## config.mk

```make
export PLATFORM = sky130hd
export DESIGN_NAME = alu_writeback_stage_flat
export DESIGN_NICKNAME = d
export VERILOG_FILES = /design/src/rtl/alu_writeback_stage_if.sv /design/src/rtl/alu_writeback_stage.sv /design/src/flat_wrapper.sv
export SDC_FILE = /design/constraint.sdc
export NUM_CORES = 1
export LEC_CHECK = 0
export ABC_CLOCK_PERIOD_IN_PS = 2400
export BUFFER_PORTS_ARGS = -buffer_cell sky130_fd_sc_hd__buf_2
export CAP_MARGIN = 20
export CORE_UTILIZATION = 52
export CTS_BUF_LIST = sky130_fd_sc_hd__clkbuf_8 sky130_fd_sc_hd__clkbuf_16
export DETAILED_ROUTE_END_ITERATION = 8
export PLACE_DENSITY = 0.79
export SYNTH_ARGS = -nofsm -noshare
export SYNTH_HDL_FRONTEND = slang
export SYNTH_SLANG_ARGS = --single-unit
```

## constraint.sdc

```tcl
create_clock -name clk -period 2.4 [get_ports clk]
set_clock_uncertainty 0.15 [all_clocks]
set_input_delay 0.36 -clock clk [delete_from_list [all_inputs] [get_ports clk]]
set_output_delay 0.36 -clock clk [all_outputs]
set_load 0.01 [all_outputs]
```

## src/rtl/alu_writeback_stage_if.sv

```systemverilog
// alu_writeback_stage_if: handshake, carry and trap signals between the arithmetic unit, the writeback stage and its consumers.
interface alu_writeback_stage_if #(
    parameter int DATA_W = 64,
    parameter int RD_W   = 5,
    parameter int CNT_W  = 32
);
    logic              in_valid;
    logic              in_ready;
    logic [DATA_W-1:0] in_result;
    logic              in_carry;
    logic              in_div_by_zero;
    logic [RD_W-1:0]   in_rd;
    logic              in_writes_rd;
    logic              in_writes_carry;
    logic              out_valid;
    logic              out_ready;
    logic [DATA_W-1:0] out_result;
    logic [RD_W-1:0]   out_rd;
    logic              out_writes_rd;
    logic              carry_flag;
    logic              trap_pending;
    logic [RD_W-1:0]   trap_rd;
    logic              trap_ack;
    logic [CNT_W-1:0]  retired_count;

    modport master (
        output in_valid, in_result, in_carry, in_div_by_zero, in_rd, in_writes_rd, in_writes_carry,
        output out_ready, trap_ack,
        input  in_ready, out_valid, out_result, out_rd, out_writes_rd,
        input  carry_flag, trap_pending, trap_rd, retired_count
    );

    modport slave (
        input  in_valid, in_result, in_carry, in_div_by_zero, in_rd, in_writes_rd, in_writes_carry,
        input  out_ready, trap_ack,
        output in_ready, out_valid, out_result, out_rd, out_writes_rd,
        output carry_flag, trap_pending, trap_rd, retired_count
    );
endinterface

```

## src/rtl/alu_writeback_stage.sv

```systemverilog
// alu_writeback_stage: registers arithmetic results into a 2-entry skid buffer toward writeback,
// owns the architectural carry flag and turns divide-by-zero into a held trap request.
module alu_writeback_stage #(
    parameter int DATA_W = 64,
    parameter int RD_W   = 5,
    parameter int CNT_W  = 32
) (
    input logic clk,
    input logic rst_n,
    alu_writeback_stage_if.slave bus
);
    logic              r_out_valid;
    logic [DATA_W-1:0] r_out_result;
    logic [RD_W-1:0]   r_out_rd;
    logic              r_out_writes_rd;
    logic              r_skid_valid;
    logic [DATA_W-1:0] r_skid_result;
    logic [RD_W-1:0]   r_skid_rd;
    logic              r_skid_writes_rd;
    logic              r_carry;
    logic              r_trap_pending;
    logic [RD_W-1:0]   r_trap_rd;
    logic [CNT_W-1:0]  r_count;
    logic              w_in_ready;
    logic              w_accept;
    logic              w_enq;
    logic              w_trap;
    logic              w_drain;

    // ready depends only on registers, so no in_valid/out_ready path reaches it
    assign w_in_ready = !r_skid_valid && !r_trap_pending;
    assign w_accept   = bus.in_valid && w_in_ready;
    assign w_enq      = w_accept && !bus.in_div_by_zero;
    assign w_trap     = w_accept && bus.in_div_by_zero;
    assign w_drain    = r_out_valid && bus.out_ready;

    always_ff @(posedge clk) begin
        if (!rst_n) begin
            r_out_valid      <= 1'b0;
            r_out_result     <= '0;
            r_out_rd         <= '0;
            r_out_writes_rd  <= 1'b0;
            r_skid_valid     <= 1'b0;
            r_skid_result    <= '0;
            r_skid_rd        <= '0;
            r_skid_writes_rd <= 1'b0;
            r_carry          <= 1'b0;
            r_trap_pending   <= 1'b0;
            r_trap_rd        <= '0;
            r_count          <= '0;
        end else begin
            if (w_drain) begin
                if (r_skid_valid) begin
                    r_out_result    <= r_skid_result;
                    r_out_rd        <= r_skid_rd;
                    r_out_writes_rd <= r_skid_writes_rd;
                    r_skid_valid    <= 1'b0;
                end else if (w_enq) begin
                    r_out_result    <= bus.in_result;
                    r_out_rd        <= bus.in_rd;
                    r_out_writes_rd <= bus.in_writes_rd;
                end else begin
                    r_out_valid     <= 1'b0;
                end
            end else if (!r_out_valid) begin
                if (w_enq) begin
                    r_out_valid     <= 1'b1;
                    r_out_result    <= bus.in_result;
                    r_out_rd        <= bus.in_rd;
                    r_out_writes_rd <= bus.in_writes_rd;
                end
            end else if (w_enq) begin
                r_skid_valid     <= 1'b1;
                r_skid_result    <= bus.in_result;
                r_skid_rd        <= bus.in_rd;
                r_skid_writes_rd <= bus.in_writes_rd;
            end
            // carry moves at acceptance so the very next op already sees it
            if (w_enq && bus.in_writes_carry)
                r_carry <= bus.in_carry;
            if (w_trap) begin
                r_trap_pending <= 1'b1;
                r_trap_rd      <= bus.in_rd;
            end else if (bus.trap_ack) begin
                r_trap_pending <= 1'b0;
            end
            if (w_drain)
                r_count <= r_count + 1'b1;
        end
    end

    assign bus.in_ready      = w_in_ready;
    assign bus.out_valid     = r_out_valid;
    assign bus.out_result    = r_out_result;
    assign bus.out_rd        = r_out_rd;
    assign bus.out_writes_rd = r_out_writes_rd;
    assign bus.carry_flag    = r_carry;
    assign bus.trap_pending  = r_trap_pending;
    assign bus.trap_rd       = r_trap_rd;
    assign bus.retired_count = r_count;
endmodule

```

## src/flat_wrapper.sv

```systemverilog
// flat-port wrapper written by rule: the top's interface ports become plain ports
module alu_writeback_stage_flat 
#(
    parameter int DATA_W = 64,
    parameter int RD_W   = 5,
    parameter int CNT_W  = 32
)
  (clk, rst_n, bus_in_valid, bus_in_result, bus_in_carry, bus_in_div_by_zero, bus_in_rd, bus_in_writes_rd, bus_in_writes_carry, bus_out_ready, bus_trap_ack, bus_in_ready, bus_out_valid, bus_out_result, bus_out_rd, bus_out_writes_rd, bus_carry_flag, bus_trap_pending, bus_trap_rd, bus_retired_count);
  alu_writeback_stage_if #(.DATA_W(DATA_W), .RD_W(RD_W), .CNT_W(CNT_W)) bus_i ();
  input logic clk;
  input logic rst_n;
  input wire logic [$bits(bus_i.in_valid)-1:0] bus_in_valid;
  input wire logic [$bits(bus_i.in_result)-1:0] bus_in_result;
  input wire logic [$bits(bus_i.in_carry)-1:0] bus_in_carry;
  input wire logic [$bits(bus_i.in_div_by_zero)-1:0] bus_in_div_by_zero;
  input wire logic [$bits(bus_i.in_rd)-1:0] bus_in_rd;
  input wire logic [$bits(bus_i.in_writes_rd)-1:0] bus_in_writes_rd;
  input wire logic [$bits(bus_i.in_writes_carry)-1:0] bus_in_writes_carry;
  input wire logic [$bits(bus_i.out_ready)-1:0] bus_out_ready;
  input wire logic [$bits(bus_i.trap_ack)-1:0] bus_trap_ack;
  output wire logic [$bits(bus_i.in_ready)-1:0] bus_in_ready;
  output wire logic [$bits(bus_i.out_valid)-1:0] bus_out_valid;
  output wire logic [$bits(bus_i.out_result)-1:0] bus_out_result;
  output wire logic [$bits(bus_i.out_rd)-1:0] bus_out_rd;
  output wire logic [$bits(bus_i.out_writes_rd)-1:0] bus_out_writes_rd;
  output wire logic [$bits(bus_i.carry_flag)-1:0] bus_carry_flag;
  output wire logic [$bits(bus_i.trap_pending)-1:0] bus_trap_pending;
  output wire logic [$bits(bus_i.trap_rd)-1:0] bus_trap_rd;
  output wire logic [$bits(bus_i.retired_count)-1:0] bus_retired_count;
  assign bus_i.in_valid = bus_in_valid;
  assign bus_i.in_result = bus_in_result;
  assign bus_i.in_carry = bus_in_carry;
  assign bus_i.in_div_by_zero = bus_in_div_by_zero;
  assign bus_i.in_rd = bus_in_rd;
  assign bus_i.in_writes_rd = bus_in_writes_rd;
  assign bus_i.in_writes_carry = bus_in_writes_carry;
  assign bus_i.out_ready = bus_out_ready;
  assign bus_i.trap_ack = bus_trap_ack;
  assign bus_in_ready = bus_i.in_ready;
  assign bus_out_valid = bus_i.out_valid;
  assign bus_out_result = bus_i.out_result;
  assign bus_out_rd = bus_i.out_rd;
  assign bus_out_writes_rd = bus_i.out_writes_rd;
  assign bus_carry_flag = bus_i.carry_flag;
  assign bus_trap_pending = bus_i.trap_pending;
  assign bus_trap_rd = bus_i.trap_rd;
  assign bus_retired_count = bus_i.retired_count;
  alu_writeback_stage #(.DATA_W(DATA_W), .RD_W(RD_W), .CNT_W(CNT_W)) u_core (.clk(clk), .rst_n(rst_n), .bus(bus_i));
endmodule
```

Yosys cells after proc, flatten, opt, wreduce, memory -nomap -nowiden --
Cells that the tools add are included.
Word-level totals: output and inout port bits 111, register bits after elaboration 181, input bits 78, logic and storage cells 51
Cells by class: bitwise logic cells 2, eq/ne operators 3, reductions and logical operators 14, add/sub/neg operators 1, mux-type cells 19
Operators by type and width (count):
- 64-bit 2-to-1 mux | 4
- 32-bit by 1-bit adder with 32-bit output, second input constant | 1
- 5-bit 2-to-1 mux | 4
- 1-bit 2-to-1 mux | 11
- 1-bit logical AND | 6
- 2-bit inequality test, second input constant | 3
- 2-bit AND reduction | 2
- 1-bit zero test | 3
- 3-bit AND reduction | 1
- 1-bit inverter | 2
- 2-bit nonzero test | 1
- 2-bit OR reduction | 1

Longest topological paths before layout --
depth in word-level cells 7, mapped depth 7, mapped depth without buffers 5

Worst setup path before layout --
No wires, ideal clock.
kind reg2reg, start register u_core.r_count[2] (netlist: u_core.bus.retired_count[2]), end register u_core.r_count[19] (netlist: u_core.bus.retired_count[19]), setup time 70 ps, buffers on the path 1, slack 304 ps, clock period less this slack 2096 ps, cell stages (with the launch flop) 6, arrival time 1875 ps, data required time 2180 ps, path through dfxtp_1 nand3_4 or4_4 buf_6 or4_1 a21oi_1
On the way: longest elaborated chain between the ends 1
RTL lines:
- start, declared | RTL line alu_writeback_stage.sv:23 | logic [CNT_W-1:0] r_count;
- start signal, assigned | RTL line alu_writeback_stage.sv:88 | r_count <= r_count + 1'b1;
- 32-bit by 1-bit adder with 32-bit output | RTL line alu_writeback_stage.sv:88
No other way between the ends. A chain may end at the register's enable or synchronous reset.

Worst setup path in the final report --
start register u_core.r_count[13] (netlist: u_core.bus.retired_count[13]), end register u_core.r_count[30] (netlist: u_core.bus.retired_count[30])
The elaborated chain is that of the path after synthesis.

==> impl_metrics.yaml <==
outcome:
  status: "completed"
timing:
  max-slew-margin-rel_pct: 51.73
  fin_crit_ps: 2215
  drv_slew: 0
  finalSetupTns_ps: 0
  rsz0062_at_grt: "no"
  timing.final.crit_share_pct: 92.30
  tightest_slew_ps: 721.3
  finalHoldViolCount: 0
  setup_violations: 0
  fmax_ghz: 0.4514
layout:
  diodes: 0
  fin_nets: 1035
  synthToLayoutAreaGrowth_pct: 26.45
  seq_area_mm2: 0.003623
  layout-drive-gt1-share_pct: 26.21
  multi_input_area_mm2: 0.002984
  final_util_pct: 68.21
  fillCellCount: 1086
synthesis:
  syn_nets: 869
  yosys-top-cells-count: "dfxtp_1 (181), nand2_1 (180), a21oi_1 (98), nor2_1 (79), a222oi_1 (58)"
  mappedNetlistArea_mm2: 0.006863
  ys_async_sr_fraction_pct: 0
  synth_top_area_cell: "dfxtp_1"
  synth_cell_type_count: 35
  yosysSeqAreaShare_pct: 52.80
  synth_area_leaders: "dfxtp_1 (53%), nand2_1 (9.8%), a222oi_1 (8.5%)"
  synth-main-ff-cell: "dfxtp_1"
  synth-edff-count: 0
  yosys_warnings: 0
  yosys.cell_count.top_type: "dfxtp_1"
  ys_seq_elements: 181
  synth_top_area_share_pct: 52.80
  avgSynthCellArea_um2: 8.687
  synthCells: 790
cts:
  cts_tree: "done"
  numCtsBuffers: 17
  clk_latency_ps: 430
  cts_max_path_buffers: 2
  cts_max_level: 4
  clk_pin_slew_ps: 70
  post_cts_resized: 0
  cts_root_buf: "clkbuf_16"
  cts_hold_buffers: 0
  post_cts_buffers: 0
  cts_sinks: 181
setup_path:
  worst-path-max-fanout: 18
  timing.rr.start: "u_core.bus.retired_count[13]"
  path_class: "reg2reg"
  reg2reg_slack_ps: 180
  worstSetupEndpointType: "flop"
  r2r_cells: 5
  crit_path_end: "u_core.bus.retired_count[30]"
  cp.arrival_ps: 2420
  cp.required_ps: 2600
  startpoint: "u_core.bus.retired_count[13]"
  critPathLaunchType: "flop"
  regToRegEndpoint: "u_core.bus.retired_count[30]"
grt:
  grtUsageTotal_pct: 26.50
  grt_overflow: 0
  antenna_found_initial: 0
  grt_pass1_vias: 6100
  grt_max_degree: 99
  grt_pass1_wl_mm: 28.41
detailed_routing:
  drtIter0Drc: 775
  drcViolationCount: 0
  wl_per_cell_um: 15.93
  via_count: 6615
  firstDrtPassIters: 8
  ant_nets: 0
  viasPerCell: 5.798
  routed_wl_mm: 18.17
job:
  maxCapViolations: 0
floorplan:
  die_h_um: 116.9
  num_io_pins: 189
  dieArea_mm2: 0.01366
  start_util_pct: 53.94
  die_w_um: 116.9
  rows: 41
  coreArea_mm2: 0.01272
min_path:
  worstHoldPathType: "in2reg"
placed_design:
  port_buffers: 188
  hpwlAfterDp_mm: 11.35
  gp_congestion: 0.7819
power:
  p_per_area_mw_per_mm2: 752.6
  ir_drop_v: 0.0005992
  leakage_nw: 3.466
==> cell usage in the layout (no fill, tap or decap), types with 3 or more instances in the layout <==
cell,instances
buf_12,7
o31ai_1,12
buf_4,18
clkinv_4,4
nor2_1,78
a21oi_1,97
a31oi_1,10
xnor2_1,5
or4_1,14
nand2_1,179
or3_1,7
buf_2,188
nand4_1,10
xor2_1,7
and4_1,5
nor3_1,3
a222oi_1,58
nand3_1,12
mux2i_1,5
o221ai_1,10
clkinvlp_4,3
clkbuf_16,17
bufinv_16,3
dfxtp_1,181
o21ai_0,9
==> critical path, cell delays in order, from the launching register on <==
cell and delay, ps:
dfxtp_1 410, nand4_1 170, or4_1 570, buf_4 210
or4_1 500, a21oi_1 140
==> cell families (layout without fill, tap and decap cells) <==
logic type	Yosys count	count (layout)	share of synthesized area, %
buffers and inverters	69	248	4.212
DFF	181	181	52.80
xor gates and xnor gates	12	12	1.531
adders and majority gates	1	1	0.1823
and+or+nand+nor	322	322	20.53
muxes	5	5	0.7293
AOI/OAI and AO/OA	200	200	20.02
==> registers in the layout, indices dropped and copies added (netlist names) <==
| name | count |
|---|---|
| u_core.bus.trap_pending | 1 |
| u_core.bus.out_writes_rd | 1 |
| u_core.r_skid_valid | 1 |
| u_core.bus.carry_flag | 1 |
| u_core.r_skid_writes_rd | 1 |
| u_core.bus.out_rd | 5 |
| u_core.bus.out_valid | 1 |
| u_core.bus.out_result | 64 |
| u_core.r_skid_rd | 5 |
| u_core.bus.trap_rd | 5 |
| u_core.r_skid_result | 64 |
| u_core.bus.retired_count | 32 |
==> layer usage <==
| layer | global-route usage [%] | vias up | part of all wire [%] |
|---|---|---|---|
| li1 | - | 3189 | - |
| met4 | 9.283 | 0 | 1.4 |
| met2 | 44.18 | 262 | 48 |
| met1 | 32.16 | 3142 | 43 |
| met5 | 0 | - | 0 |
| met3 | 8.651 | 22 | 7.9 |
==> how the worst min path moves through the flow <==
stage	startpoint	end	depth (start not counted)
global route	bus_in_result[16]	u_core.r_skid_result[16]	3
floorplan	u_core.r_skid_result[0]	u_core.r_skid_result[0]	2
finish	bus_in_result[0]	u_core.r_skid_result[0]	3
global placement	u_core.r_skid_result[35]	u_core.r_skid_result[35]	2
CTS	bus_in_result[40]	u_core.r_skid_result[40]	3
detailed placement	u_core.r_skid_result[11]	u_core.r_skid_result[11]	2
==> where the power goes <==
part | switching [mW] | total (mW) | internal [mW]
Sequential | 0.0479 | 3.13 | 3.08
Combinational | 0.291 | 0.495 | 0.205
Clock | 1.20 | 2.90 | 1.71
==> through the flow <==
step / power, mW / setup WS [ps] / instance area (um2) / hold slack [ps] / cells
6_report: 6.531 / 184.8 / 8678 / 30.03 / 1141
3_3_place_gp: 3.680 / 175.3 / 8053 / 293.4 / 1109
3_5_place_dp: 3.688 / 145.1 / 8053 / 296.3 / 1109
4_1_cts: 6.568 / 206.3 / 8678 / 11.15 / 1141
2_1_floorplan: 3.452 / 304.3 / 6863 / 286.0 / 790
5_1_grt: 6.761 / 76.66 / 8678 / 15.20 / 1141
==> final cells by class <==
cell class / count / area share, %
Clock buffer: 19 / 5.219
Clock inverter: 13 / 1.990
Inverter: 3 / 0.1586
Multi-Input combinational cell: 540 / 34.39
Sequential cell: 181 / 41.75
Tap cell: 172 / 2.480
Timing Repair Buffer: 213 / 14.01
(Power assumes the default switching activity.)
